--- src/rtl/sha1_digest_matcher.sv ---
// Pairs SHA-1 digests returned by the core with the candidate tags issued to it,
// compares each against the target and reports the cracked password or exhaustion.
module sha1_digest_matcher #(
  parameter int DEPTH    = 4,
  parameter int DIGITS   = 4,
  parameter int DIGEST_W = 160
) (
  input  logic                  clk,
  input  logic                  rst,
  input  logic                  start,
  input  logic [DIGEST_W-1:0]   target_digest,
  input  logic                  issue_valid,
  input  logic [6*DIGITS-1:0]   issue_digits,
  input  logic                  issue_last,
  output logic                  issue_ready,
  input  logic                  dig_valid,
  input  logic [DIGEST_W-1:0]   dig_data,
  output logic                  found,
  output logic                  done,
  output logic [8*DIGITS-1:0]   password,
  output logic [15:0]           checked_count,
  output logic                  err
);

  localparam int AW = $clog2(DEPTH);
  localparam int TW = 6 * DIGITS;
  localparam int PW = 8 * DIGITS;
  localparam logic [AW:0]   CNT_ZERO = {(AW+1){1'b0}};
  localparam logic [AW:0]   CNT_ONE  = {{AW{1'b0}}, 1'b1};
  localparam logic [AW:0]   CNT_FULL = DEPTH[AW:0];
  localparam logic [AW-1:0] PTR_ZERO = {AW{1'b0}};
  localparam logic [AW-1:0] PTR_ONE  = {{(AW-1){1'b0}}, 1'b1};

  typedef enum logic [1:0] {
    S_IDLE  = 2'd0,
    S_RUN   = 2'd1,
    S_DRAIN = 2'd2,
    S_END   = 2'd3
  } state_t;

  function automatic logic [7:0] digit_to_ascii(input logic [5:0] d);
    logic [7:0] a;
    if (d < 6'd10) a = 8'h30 + {2'b00, d};
    else if (d < 6'd36) a = 8'h61 + {2'b00, d} - 8'd10;
    else a = 8'h3F;
    return a;
  endfunction

  // Digit i and character i occupy matching positions, so a straight per-slice map keeps order.
  function automatic logic [PW-1:0] decode_tag(input logic [TW-1:0] t);
    logic [PW-1:0] o;
    o = {PW{1'b0}};
    for (int i = 0; i < DIGITS; i++) o[8*i +: 8] = digit_to_ascii(t[6*i +: 6]);
    return o;
  endfunction

  state_t              state_r, state_n;
  logic [TW-1:0]       mem_r [DEPTH];
  logic [AW-1:0]       wr_ptr_r, wr_ptr_n, rd_ptr_r, rd_ptr_n;
  logic [AW:0]         count_r, count_n;
  logic [DIGEST_W-1:0] target_r;
  logic                found_r, found_n, done_r, done_n, err_r, err_n, ready_r, ready_n;
  logic [PW-1:0]       pw_r, pw_n;
  logic [15:0]         chk_r, chk_n;
  logic                push_s, pop_s, hit_s;

  // Next-state, FIFO bookkeeping and result updates.
  always_comb begin
    state_n  = state_r;
    wr_ptr_n = wr_ptr_r;
    rd_ptr_n = rd_ptr_r;
    count_n  = count_r;
    found_n  = found_r;
    done_n   = done_r;
    err_n    = err_r;
    pw_n     = pw_r;
    chk_n    = chk_r;
    push_s   = 1'b0;
    pop_s    = 1'b0;
    hit_s    = 1'b0;
    if (start) begin
      state_n  = S_RUN;
      wr_ptr_n = PTR_ZERO;
      rd_ptr_n = PTR_ZERO;
      count_n  = CNT_ZERO;
      found_n  = 1'b0;
      done_n   = 1'b0;
      err_n    = 1'b0;
      pw_n     = {PW{1'b0}};
      chk_n    = 16'd0;
    end else begin
      case (state_r)
        S_RUN, S_DRAIN: begin
          push_s = issue_valid && ready_r && (state_r == S_RUN);
          pop_s  = dig_valid && (count_r != CNT_ZERO);
          hit_s  = pop_s && (dig_data == target_r);
          if (push_s) wr_ptr_n = wr_ptr_r + PTR_ONE;
          else wr_ptr_n = wr_ptr_r;
          if (pop_s) begin
            rd_ptr_n = rd_ptr_r + PTR_ONE;
            if (chk_r != 16'hFFFF) chk_n = chk_r + 16'd1;
            else chk_n = chk_r;
          end else begin
            rd_ptr_n = rd_ptr_r;
          end
          if (push_s && !pop_s) count_n = count_r + CNT_ONE;
          else if (pop_s && !push_s) count_n = count_r - CNT_ONE;
          else count_n = count_r;
          if (dig_valid && (count_r == CNT_ZERO)) err_n = 1'b1;
          else err_n = err_r;
          if (hit_s) begin
            found_n  = 1'b1;
            done_n   = 1'b1;
            pw_n     = decode_tag(mem_r[rd_ptr_r]);
            wr_ptr_n = PTR_ZERO;
            rd_ptr_n = PTR_ZERO;
            count_n  = CNT_ZERO;
            state_n  = S_END;
          end else if (push_s && issue_last) begin
            state_n = S_DRAIN;
          end else if ((state_r == S_DRAIN) && pop_s && (count_r == CNT_ONE)) begin
            done_n  = 1'b1;
            state_n = S_END;
          end else begin
            state_n = state_r;
          end
        end
        default: state_n = state_r;
      endcase
    end
    ready_n = (state_n == S_RUN) && (count_n < CNT_FULL);
  end

  // State and output registers.
  always_ff @(posedge clk) begin
    if (rst) begin
      state_r  <= S_IDLE;
      wr_ptr_r <= PTR_ZERO;
      rd_ptr_r <= PTR_ZERO;
      count_r  <= CNT_ZERO;
      target_r <= {DIGEST_W{1'b0}};
      found_r  <= 1'b0;
      done_r   <= 1'b0;
      err_r    <= 1'b0;
      ready_r  <= 1'b0;
      pw_r     <= {PW{1'b0}};
      chk_r    <= 16'd0;
    end else begin
      state_r  <= state_n;
      wr_ptr_r <= wr_ptr_n;
      rd_ptr_r <= rd_ptr_n;
      count_r  <= count_n;
      if (start) target_r <= target_digest;
      found_r  <= found_n;
      done_r   <= done_n;
      err_r    <= err_n;
      ready_r  <= ready_n;
      pw_r     <= pw_n;
      chk_r    <= chk_n;
    end
  end

  // Tag storage; contents are don't-care until written.
  always_ff @(posedge clk) begin
    if (push_s) mem_r[wr_ptr_r] <= issue_digits;
  end

  assign issue_ready   = ready_r;
  assign found         = found_r;
  assign done          = done_r;
  assign err           = err_r;
  assign password      = pw_r;
  assign checked_count = chk_r;

endmodule
--- config.mk ---
export PLATFORM = sky130hd
export DESIGN_NAME = sha1_digest_matcher
export DESIGN_NICKNAME = d
export VERILOG_FILES = /design/src/rtl/sha1_digest_matcher.sv
export SDC_FILE = /design/constraint.sdc
export NUM_CORES = 1
export LEC_CHECK = 0
export BUFFER_PORTS_ARGS = -buffer_cell sky130_fd_sc_hd__buf_2
export CAP_MARGIN = 0
export CORE_MARGIN = 2
export CORE_UTILIZATION = 45
export DETAILED_ROUTE_END_ITERATION = 8
export GPL_TIMING_DRIVEN = 0
export HOLD_SLACK_MARGIN = 0.05
export PLACE_DENSITY = 0.77
export SLEW_MARGIN = 20
export SYNTH_ARGS = -nofsm -noshare
export SYNTH_HDL_FRONTEND = slang
export SYNTH_SLANG_ARGS = --single-unit
--- constraint.sdc ---
create_clock -name clk -period 3.9 [get_ports clk]
set_input_delay 0.585 -clock clk [delete_from_list [all_inputs] [get_ports clk]]
set_output_delay 0.585 -clock clk [all_outputs]
set_load 0.02 [all_outputs]
======== Word level (Yosys, flattened, before mapping) ========
Memories as Yosys holds them, arrays and structs flattened. A register that Yosys moved wholly into a read port is not among the register bits.
Index checks and enable logic that the tools add are counted.
W data, S select, Z words.
word-level totals
  flip-flop bits (word level) ............. 221
  RAM bits ................................ 96
  bits of input ports ..................... 350
  output and inout bits ................... 52
  word-level logic and storage cells ...... 102
  memories kept ........................... 1
memories
  memory  depth  bits a word  rd ports  clocked after memory_dff  wr ports  RTL line  source
  mem_r   4      24           1         1                         1         58        logic [TW-1:0] mem_r [DEPTH];
operators by class
  $add $sub $neg .......................... 17
  $lt $le $gt $ge ......................... 9
  eq/ne operators ......................... 7
  mux-type cells .......................... 31
  reduce and logical (&&, ||, !) cells .... 26
operator list
  cell                     number
  $eq A160 B160 Y1         1
  $mux W8                  8
  $add A7 B6 Y8 const A    4
  $sub A8 B4 Y8 const B    4
  $add A6 B6 Y7 const A    4
  $lt A6 B4 Y1 const B     4
  $lt A6 B6 Y1 const B     4
  $mux W2                  11
  $add A16 B1 Y16 const B  1
  $ne A16 B16 Y1 const B   1
  $mux W3                  5
  $logic_and A1 B1 Y1      11
  $reduce_and A2 Y1        4
  $mux W1                  7
  $reduce_and A3 Y1        2
  $reduce_bool A2 Y1       3
  $add A2 B1 Y2 const B    2
  $eq A2 B1 Y1 const B     2
  $reduce_or A2 Y1         2
  $add A3 B1 Y3 const B    1
  $eq A3 B1 Y1 const B     1
  $logic_not A3 Y1         1
  $lt A3 B3 Y1 const B     1
  $reduce_bool A3 Y1       1
  other kinds (4)          5

======== Logic depth before layout (Yosys ltp) ========
  word-level depth ........................ 11
  gate-level depth with buffers ........... 11
  depth with buffers taken out ............ 9

======== Least setup slack after synthesis ========
OpenSTA, ideal clock, no wires.
  kind .................................... reg-to-reg
  start ................................... reg (tool-made name)
  end ..................................... reg pw_r[28], in the netlist password[28]
  setup time .............................. 0.129 ns
  arrival time ............................ 2.268 ns
  required time ........................... 3.771 ns
  path slack .............................. 1.503 ns
  cell stages (with the launch flop) ...... 12
  buffers on the path ..................... 3
  period minus slack after synthesis ...... 2.397 ns
  cells stage by stage .................... dfxtp_1 > buf_2 > buf_4 > buf_2 > mux2i_1 > mux2_2 > ha_1 > and2_1 > nor3_4 > nand2_1 > o221ai_1 > o21ai_0
RTL lines
  item                    RTL line  source
  end signal: assignment  146       pw_r <= {PW{1'b0}};
  end signal: assignment  158       pw_r <= pw_n;
  end: declaration        63        logic [PW-1:0] pw_r, pw_n;

==> reports/results.txt <==
Starting DRT DRC Count - 740
Drc violations - 0
Vias in the first global route - 11700
CP Class - reg -> reg
Ports - 402
Post-CTS setup buffer count - 0
Biggest area consumer among synthesized cells - dfxtp_1
Routed Antenna Nets - 0
Syn Area/Cell - 11.10 µm²
Core region area - 31640 µm²
Die X-Extent - 183.4 µm
Longest Clk Path Bufs - 3
DR pass1 iterations - 5
Worst path cell trace - buf_2 -> buf_4 -> buf_2 -> mux2i_1 -> mux2_2 -> ha_1 -> and2_1 -> nor3_4 -> nor3b_1 -> mux2i_1 -> nor2_1
Die area - 33640 µm²
Final net count - 2120
Worst hold margin - 0.2963 ns
Synth unique cells - 47
Syn nets - 1682
Post-synth EDFFs - 96
Pwr dens - 416.2 nW/µm²
Mapped Cells - 1305
TNS Setup - 0 ns
Area share of the largest cell type after synthesis - 30.83%
Req. time, crit path - 4.34 ns
Hold_buf cts - 0
Clk_lat worst skew - 0.51 ns
Top_reg_cell synth - dfxtp_1
Drt total wl - 47.10 mm
Sequential share of the synthesized area - 50.73%
Initial antenna violation count - 17
Post-CTS sizing - 0
Combinational share of power - 9.7%
Layout cell share with drive strength beyond 1 - 28.11%
Synthesis-to-layout area growth - 25.24%
Routed via count - 11640
Setup violators final - 0
Clk_skew - 0.01449 ns
Yosys warns - 0
Initial Utilization - 45.78%
CP Max Fanout - 10
Status - finished, final reports clean
Clock Pin Slew Worst Setup and Hold Paths - 0.06 ns
Worst endpoint data arrival time - 3.55 ns
Worst VDD drop - 385.3 µV
CTS tree - done
RSZ-0062 raised after global routing - no
CP max stage cell - nor3b_1
Switching Share - 23.22%
LEAKAGE - 0.007511 µW
Via density - 5.332
Commonest cells in the netlist - 227 x nor2_1, 223 x dfxtp_1, 189 x mux2i_1
Htree depth - 2
CP startpoint kind - flop
Synth top area cells - dfxtp_1 31%, edfxtp_1 20%, mux2i_1 13%
Gp weighted congestion - 0.9415
Fin crit period - 3.110 ns
Synthesized area - 14480 µm²
Port bufs - 401
Max Fclk - 0.3215 GHz
Flop pwr share - 47.6%
Cell with the most instances after synthesis - nor2_1
FP Rows - 65
Switching pwr - 1753 µW
Total power - 7550 µW
Max-slew headroom - 21.72%
Synth Register Bits - 319
Clock Power Share - 42.7%
Maxcap violations - 0
Async S/R FF share, synth - 0%
Wire per inst - 21.57 µm
First-pass GRT wire length - 69.38 mm
Total gr overflow - 0
Least-Margin Pin Slew - 1.174 ns
Max incr delay on CP - 0.38 ns
Final Hold Fails - 0
Slew Limit Fails - 0
TritonCTS Buffers - 35
Die Y - 183.4 µm
Pint - 5797 µW
Root Driver - clkbuf_16
Post-DP HPWL - 36.63 mm
Critical Path Sink Type - flop
Tightest Hold Check Type - in -> reg
GRT Total Usage - 27.80%
Tcrit/Tclk final - 79.75%
Sink Count - 319
Largest net degree at the start of global routing - 25
## path summary, 6_finish.rpt
path                            depth (start not counted)                        to  slack, ns              start
worst min-delay path                                    1    mem_r[1][12]$_DFFE_PP_       0.30   issue_digits[12]
worst min register to register                          2         done$_SDFFE_PP0P_       0.47  done$_SDFFE_PP0P_
worst max register to register                         11  password[7]$_SDFFE_PP0P_       0.79               flop
worst max-delay path                                   11  password[7]$_SDFFE_PP0P_       0.79               flop
## routing by layer
| layer | GRT usage [%] | vias to the layer above | wire length, µm | share of wire [%] |
|---|---|---|---|---|
| met3 | 6.454 | 105 | 3511 | 7.5 |
| met5 | 0 | - | 76 | 0.16 |
| li1 | - | 5475 | - | - |
| met4 | 9.856 | 12 | 1628 | 3.5 |
| met1 | 34.08 | 5577 | 18740 | 40 |
| met2 | 47.91 | 471 | 23140 | 49 |
## power by group through the flow
| stage | Combinational [µW] | Clock, µW | Sequential [µW] |
|---|---|---|---|
| final | 733 | 3220 | 3590 |
| after global routing | 796 | 3430 | 3600 |
| after CTS | 731 | 3260 | 3590 |
| after detailed placement | 727 | 0 | 3660 |
| after global placement | 708 | 0 | 3660 |
| after floorplan | 393 | 0 | 3640 |
## flip-flops by register name, summed over array words and instances, names as in the netlist, named ones only
name,cells
found,1
target_r,160
checked_count,16
wr_ptr_r,2
rd_ptr_r,2
issue_ready,1
err,1
mem_r,96
state_r,2
done,1
password,32
count_r,3
## metrics by stage
step           std cells  setup slack, ns  utilization (%)  cell area [µm²]
6_report            2183           0.7896            57.33            18140
5_1_grt             2181           0.5570            57.32            18130
4_1_cts             2170           0.7222            57.23            18110
3_5_place_dp        2108           0.4533            53.74            17000
3_3_place_gp        2108           0.4985            53.71            16990
2_1_floorplan       1305            1.503                -            14480
## critical path, delay by kind of cell (launching register included)
| family | cells | cell delay (ns) |
|---|---|---|
| and+or+nand+nor | 4 | 1.01 |
| buffers and inverters | 3 | 0.89 |
| muxes | 3 | 0.60 |
| DFF | 1 | 0.30 |
| adders and majority gates | 1 | 0.24 |
## placed cells by master (no fill, tap or decap), types with 5 or more instances in the layout
cell type	n
xor2_1	16
nor3_1	5
clkbuf_16	35
o21a_1	5
nor3b_1	6
o21ai_0	34
mux4_1	12
mux4_2	8
nand4_1	46
nand3_1	29
edfxtp_1	96
buf_2	406
a21o_1	6
or3_1	6
nor4_1	10
clkbuf_1	47
dfxtp_1	223
inv_1	30
ha_1	27
clkinv_2	6
diode_2	13
mux2i_1	189
buf_1	7
nand2_1	24
or2_2	5
nor2_1	227
xnor2_1	167
a21oi_1	22
## cell type report
class,instances,area (µm²)
inverter,30,112.6
sequential,319,7347
clock inverter,14,151.4
clock buffer,48,954.7
timing repair buffer,401,2007
multi-input combinational,900,6770
tap,402,503.0
buffer,56,260.3
fill,2716,13500
antenna,13,32.53
## cells by family after synthesis
family,synth area share (%)
AND/OR/NAND/NOR,12.34
flip-flops,50.73
multiplexers,16.79
XOR/XNOR,11.07
AO/OA/AOI/OAI,4.181
buffers and inverters,2.557
adder cells (fa/ha/maj),2.333
No activity file was read; power rests on OpenSTA's default activity.
